$ cat config.mk
export PLATFORM = sky130hd
export DESIGN_NAME = wf_playback_ctrl
export DESIGN_NICKNAME = d
export VERILOG_FILES = /design/src/rtl/wf_playback_ctrl.sv
export SDC_FILE = /design/constraint.sdc
export NUM_CORES = 1
export LEC_CHECK = 0
export BUFFER_PORTS_ARGS = -buffer_cell sky130_fd_sc_hd__buf_2
export CELL_PAD_IN_SITES_DETAIL_PLACEMENT = 1
export CELL_PAD_IN_SITES_GLOBAL_PLACEMENT = 2
export CORE_AREA = 2 2 92 182
export CTS_CLUSTER_SIZE = 24
export DETAILED_ROUTE_END_ITERATION = 8
export DIE_AREA = 0 0 94 184
export HOLD_SLACK_MARGIN = 0.12
export MAX_ROUTING_LAYER = met4
export PLACE_DENSITY = 0.81
export SLEW_MARGIN = 10
export SYNTH_ARGS = -nofsm -noshare
export SYNTH_HDL_FRONTEND = slang
export SYNTH_SLANG_ARGS = --single-unit
$ cat constraint.sdc
create_clock -name clk_in1 -period 2.5 [get_ports clk_in1]
set_input_delay 0.375 -clock clk_in1 [delete_from_list [all_inputs] [get_ports clk_in1]]
set_output_delay 0.375 -clock clk_in1 [all_outputs]
set_load 0.01 [all_outputs]
$ cat src/rtl/wf_playback_ctrl.sv
// rtl/wf_playback_ctrl.sv - waveform stream to DAC playback controller
// Plays one frame per trigger, turning stream gaps into flagged zero samples.
module wf_playback_ctrl #(
  parameter int LEN_WIDTH  = 16,
  parameter int DLY_WIDTH  = 16,
  parameter int FCNT_WIDTH = 16
) (
  input  logic                  clk_in1,
  input  logic                  aresetn,
  input  logic                  trigger,
  input  logic [LEN_WIDTH-1:0]  wf_len,
  input  logic [DLY_WIDTH-1:0]  start_delay,
  input  logic                  clear_errors,
  input  logic                  wf_read_ready,
  input  logic [31:0]           wfout_axis_tdata,
  input  logic                  wfout_axis_tvalid,
  input  logic                  wfout_axis_tlast,
  input  logic [3:0]            wfout_axis_tkeep,
  output logic                  wfout_axis_tready,
  output logic [15:0]           dac_i,
  output logic [15:0]           dac_q,
  output logic                  dac_valid,
  output logic                  busy,
  output logic                  frame_done,
  output logic [FCNT_WIDTH-1:0] frame_count,
  output logic                  underflow_err,
  output logic                  tlast_err,
  output logic                  trig_overrun_err
);

  typedef enum logic [2:0] {IDLE, WAIT_RDY, DELAY, PLAY, DONE} state_t;

  state_t               state;
  state_t               state_nxt;
  logic [LEN_WIDTH-1:0] len_q;
  logic [LEN_WIDTH-1:0] beat_idx;
  logic [DLY_WIDTH-1:0] dly_cnt;
  logic                 trig_accept;
  logic                 beat_acc;
  logic                 last_beat;
  logic                 early_last;
  logic                 tlast_miss;
  logic                 gap;
  logic                 trig_overrun;
  logic                 unused_tkeep;

  // Every beat is a full 32-bit word, so tkeep carries no information.
  assign unused_tkeep = ^wfout_axis_tkeep;

  assign wfout_axis_tready = (state == PLAY);
  assign busy              = (state != IDLE);
  assign trig_overrun      = trigger && (state != IDLE);

  always_ff @(posedge clk_in1 or negedge aresetn) begin
    if (!aresetn) begin
      state <= IDLE;
    end else begin
      state <= state_nxt;
    end
  end

  always_comb begin
    state_nxt   = state;
    trig_accept = 1'b0;
    beat_acc    = 1'b0;
    last_beat   = 1'b0;
    early_last  = 1'b0;
    tlast_miss  = 1'b0;
    gap         = 1'b0;
    case (state)
      IDLE: begin
        if (trigger && (wf_len != '0)) begin
          trig_accept = 1'b1;
          state_nxt   = WAIT_RDY;
        end
      end
      WAIT_RDY: begin
        if (wf_read_ready) begin
          state_nxt = (dly_cnt != '0) ? DELAY : PLAY;
        end
      end
      DELAY: begin
        if (dly_cnt == DLY_WIDTH'(1)) begin
          state_nxt = PLAY;
        end
      end
      PLAY: begin
        if (wfout_axis_tvalid) begin
          beat_acc   = 1'b1;
          last_beat  = (beat_idx == len_q - LEN_WIDTH'(1));
          early_last = wfout_axis_tlast && !last_beat;
          tlast_miss = last_beat && !wfout_axis_tlast;
          if (last_beat || early_last) begin
            state_nxt = DONE;
          end
        end else begin
          gap = 1'b1;
        end
      end
      DONE: begin
        state_nxt = IDLE;
      end
      default: begin
        state_nxt = IDLE;
      end
    endcase
  end

  always_ff @(posedge clk_in1 or negedge aresetn) begin
    if (!aresetn) begin
      len_q            <= '0;
      beat_idx         <= '0;
      dly_cnt          <= '0;
      dac_i            <= '0;
      dac_q            <= '0;
      dac_valid        <= 1'b0;
      frame_done       <= 1'b0;
      frame_count      <= '0;
      underflow_err    <= 1'b0;
      tlast_err        <= 1'b0;
      trig_overrun_err <= 1'b0;
    end else begin
      if (trig_accept) begin
        len_q    <= wf_len;
        dly_cnt  <= start_delay;
        beat_idx <= '0;
      end
      if (state == DELAY) begin
        dly_cnt <= dly_cnt - DLY_WIDTH'(1);
      end
      if (beat_acc) begin
        beat_idx <= beat_idx + LEN_WIDTH'(1);
      end
      // Every PLAY cycle yields a sample; gaps are emitted as zeros.
      dac_valid  <= (state == PLAY);
      dac_i      <= beat_acc ? wfout_axis_tdata[31:16] : 16'h0000;
      dac_q      <= beat_acc ? wfout_axis_tdata[15:0]  : 16'h0000;
      frame_done <= (state == DONE);
      if (state == DONE) begin
        frame_count <= frame_count + FCNT_WIDTH'(1);
      end
      underflow_err    <= (underflow_err & ~clear_errors) | gap;
      tlast_err        <= (tlast_err & ~clear_errors) | early_last | tlast_miss;
      trig_overrun_err <= (trig_overrun_err & ~clear_errors) | trig_overrun;
    end
  end

endmodule

==> impl_metrics.csv <==
group,metric,value,unit
pwr,leakage,3.13,nW
drt,vias,4338,
clocking,cts_max_path_buffers,2,
pwr,ir_drop,0.504,mV
clocking,root_buffer,"clkbuf_16",
worst_hold_path,hold_path_depth,2,
final_layout,syn_to_final_growth,26.8,%
yosys,ys_async_sr_fraction,100,%
clocking,cts_setup_buffers,0,
pwr,power.total,6.29,mW
flow_run,maxCapViolCount,0,
timing,drv_slew,0,
floorplanning,initial_core_util,31.6,%
yosys,synth_most_common_cell,"dfrtp_1",
drt,drt_pre_antenna_iters,4,
yosys,synth_ff_type,"dfrtp_1",
yosys,synth_edf_count,0,
timing,tightest_slew,0.785,ns
timing,rsz0062_at_grt,"no",
timing,finalHoldViolCount,0,
drt,wl_per_cell,17.2,um
yosys,synth-compound-area-share,9.96,%
floorplanning,core.rowCount,65,
global_routing,grt_pass1_wl,24.0,mm
critical_path,r2r_setup_slack,0.14,ns
clocking,cts_buffers,9,
global_routing,globalRouteOverflowTotal,0,
yosys,syn_inst,504,
critical_path,timing.rr.end,"tlast_err$_DFF_PN0_",
critical_path,max_stage_delay,0.35,ns
global_routing,grt_antenna_before_repair,1,
floorplanning,fp.dieW,94,um
worst_hold_path,holdPathEnd,"dac_i[3]$_DFF_PN0_",
critical_path,path_max_fanout,4,
placed_design,dp_hpwl,11.5,mm
worst_hold_path,worstHoldPathType,"primary input to flop",
timing,period_share,94.6,%
drt,viasPerCell,5.07,
final_layout,n_fill_cell,1890,
drt,drt_iter0_drc,153,
pwr,p_per_area,991,nW/um^2
yosys,synth_nets,584,
yosys,avgSynthCellArea,9.94,um^2
critical_path,rr_startpoint,"len_q[0]$_DFFE_PN0P_",
timing,finalSetupTns,0,ns
timing,finClkSkew,0.0131,ns
yosys,synthSimpleGateAreaFrac,26.8,%
yosys,yosysUniqueCellTypes,63,
placed_design,port_buffers,125,
yosys,synthAdderAreaFrac,1.25,%
final_layout,drive_gt1_share,29.6,%
global_routing,grt_pass1_vias,4801,
final_layout,regArea,2600,um^2
critical_path,path_class,"flop to flop",
critical_path,path_buf_inv,2,
status,status,"finished, final reports clean",
drt,wl,14.7,mm
floorplanning,ios,130,
clocking,path_clk_slew,0.08,ns
floorplanning,dieArea,17300,um^2
final_layout,nNetsFinal,728,
critical_path,startpoint_type,"flop",
timing,fmax,423,MHz
drt,drtAntennaViolNets,0,
yosys,synthTopCellsByArea,"dfrtp_1 52%, nand2_1 5.7%, and2_1 4.4%",
floorplanning,die_h,184,um
clocking,clkSinkCount,104,
timing,max_slew_margin,47.7,%
timing,setup_viol,0,
critical_path,worstPathCellList,"inv_1, ha_1, nor2b_2, buf_4, and3_2, a221oi_1, a21oi_1, and4_2, or3_1",
drt,drc,0,
yosys,yosys.area.top_type_share,51.9,%
yosys,synth_top_family_by_area,"simple AND/OR/NAND/NOR gates",
yosys,yosys-top-cells-count,"104 x dfrtp_1, 76 x nand2_1, 35 x and2_1, 35 x nor2_1, 24 x o21ai_0",
clocking,insertion_delay,0.36,ns
yosys,synthesis.area,5010,um^2
global_routing,grt_max_degree,59,
critical_path,cp_slowest_cell,"dfrtp_1",
placed_design,gp_congestion,0.818,
timing,min_period,2.36,ns
yosys,yosys_register_bits,104,
yosys,synthMuxAreaShare,1.42,%
final_layout,multi_input_area,2280,um^2
critical_path,critical_path.endpoint_type,"flop",
yosys,ys_seq_area_share,51.9,%
global_routing,grtUsageTotal,18.5,%
floorplanning,core_area,15900,um^2
yosys,yosysTopAreaCell,"dfrtp_1",
clocking,h-tree-depth,3,
critical_path,required,2.75,ns
worst_hold_path,hp-start,"wfout_axis_tdata[19]",
critical_path,critPathArrivalTime,2.61,ns
critical_path,rr_worst_depth,9,
yosys,yosys.area_share.xor_xnor,5.77,%
yosys,synth.yosys.warnings,0,
critical_path,crit_family,"simple AND/OR/NAND/NOR gates",
clocking,cts_tree,"done",
[power breakdown]
| group | internal, mW | total, mW | leakage [nW] | switching [mW] |
|---|---|---|---|---|
| logic | 1.03 | 2.31 | 1.62 | 1.28 |
| clock network | 0.729 | 1.44 | 0.144 | 0.707 |
| registers | 2.10 | 2.55 | 1.36 | 0.442 |
| total | 3.86 | 6.29 | 3.13 | 2.43 |
[cell families (layout without fill, tap and decap cells)]
group           Yosys count  after routing
simple gates            248            248
compound gates           74             74
xor+xnor                 33             33
buf+inv                  33            182
other cells               0              1
fa+ha+maj                 5              5
mux                       7              7
flops                   104            104
[worst register-to-register path: cells and delay by family, from the launching register on]
family | cells | cell delay (ns)
buffers and inverters | 2 | 0.22
AND/OR/NAND/NOR | 4 | 0.97
flip-flops | 1 | 0.35
adder cells (fa/ha/maj) | 1 | 0.24
AO/OA/AOI/OAI | 2 | 0.48
[cells in the final DEF, fill, tap and decap left out, drive strengths merged, types with 2 or more instances in the layout]
master	Yosys	layout
xor2	15	15
nor2b	4	4
and4	6	6
nor2	35	35
buf	5	153
or3	5	5
nor4	11	11
nor3b	4	4
o211ai	7	7
o21ai	24	24
o31ai	3	3
xnor2	18	18
nor3	13	13
mux2i	6	6
nand2b	5	5
ha	5	5
a31oi	3	3
nand3	21	21
a221o	2	2
inv	12	15
dfrtp	104	104
a211oi	5	5
nand2	76	76
a21oi	15	15
nor4b	2	2
nand4b	4	4
nand4	11	11
and2	35	35
clkinv	0	2
or3b	3	3
clkbuf	16	10
and3	8	8
[per-stage QoR]
step           cell area [um^2]  hold slack, ns  util (%)  std cells  setup WS (ns)
3_5_place_dp               6040           0.458      38.1        837         0.0657
6_report                   6350           0.217      40.1        855          0.136
4_1_cts                    6350           0.205      40.0        854         0.0545
5_1_grt                    6350           0.216      40.1        855         0.0111
3_3_place_gp               6040           0.450      38.1        837         0.0934
2_1_floorplan              5010          0.0794         -        504          0.229
[flip-flops by register name (all words and copies together), names as in the netlist]
| name | flops |
|---|---|
| beat_idx | 16 |
| dac_i | 16 |
| dac_q | 16 |
| dac_valid | 1 |
| dly_cnt | 16 |
| frame_count | 16 |
| frame_done | 1 |
| len_q | 16 |
| state | 3 |
| tlast_err | 1 |
| trig_overrun_err | 1 |
| underflow_err | 1 |
[what timing repair did]
| action | 4_1_cts | 5_1_grt |
|---|---|---|
| endpoints found under the hold margin | 32 | 0 |
| resized for setup | 0 | 1 |
| setup endpoints to repair | 0 | 3 |
| hold buffers | 1 | 0 |
[worst max-delay path by stage]
stage,start,endpoint,slack [ns],cells after the start
global route,len_q[8]$_DFFE_PN0P_,tlast_err$_DFF_PN0_,0.01,6
finish,len_q[0]$_DFFE_PN0P_,tlast_err$_DFF_PN0_,0.14,9
floorplan,len_q[0]$_DFFE_PN0P_,tlast_err$_DFF_PN0_,0.23,8
global placement,len_q[0]$_DFFE_PN0P_,tlast_err$_DFF_PN0_,0.09,10
CTS,len_q[1]$_DFFE_PN0P_,tlast_err$_DFF_PN0_,0.05,10
detailed placement,len_q[1]$_DFFE_PN0P_,tlast_err$_DFF_PN0_,0.07,10
[layer usage]
layer | vias up | routed length (um) | global-route usage, %
met5 | - | 0 | -
met4 | 0 | 448 | 8.12
met3 | 27 | 311 | 2.38
met2 | 74 | 9060 | 36.3
met1 | 2198 | 4920 | 17.0
li1 | 2039 | - | -
[final cells by class]
type                    count  area share [%]
diodes                      1          0.0394
clock buffers              10            3.76
clock inverters             6           0.965
inverters                  12           0.709
multi-input cells         367            35.8
flip-flops and latches    104            41.0
well taps                 201            3.96
repair buffers            154            13.7
(Power assumes the default switching activity.)
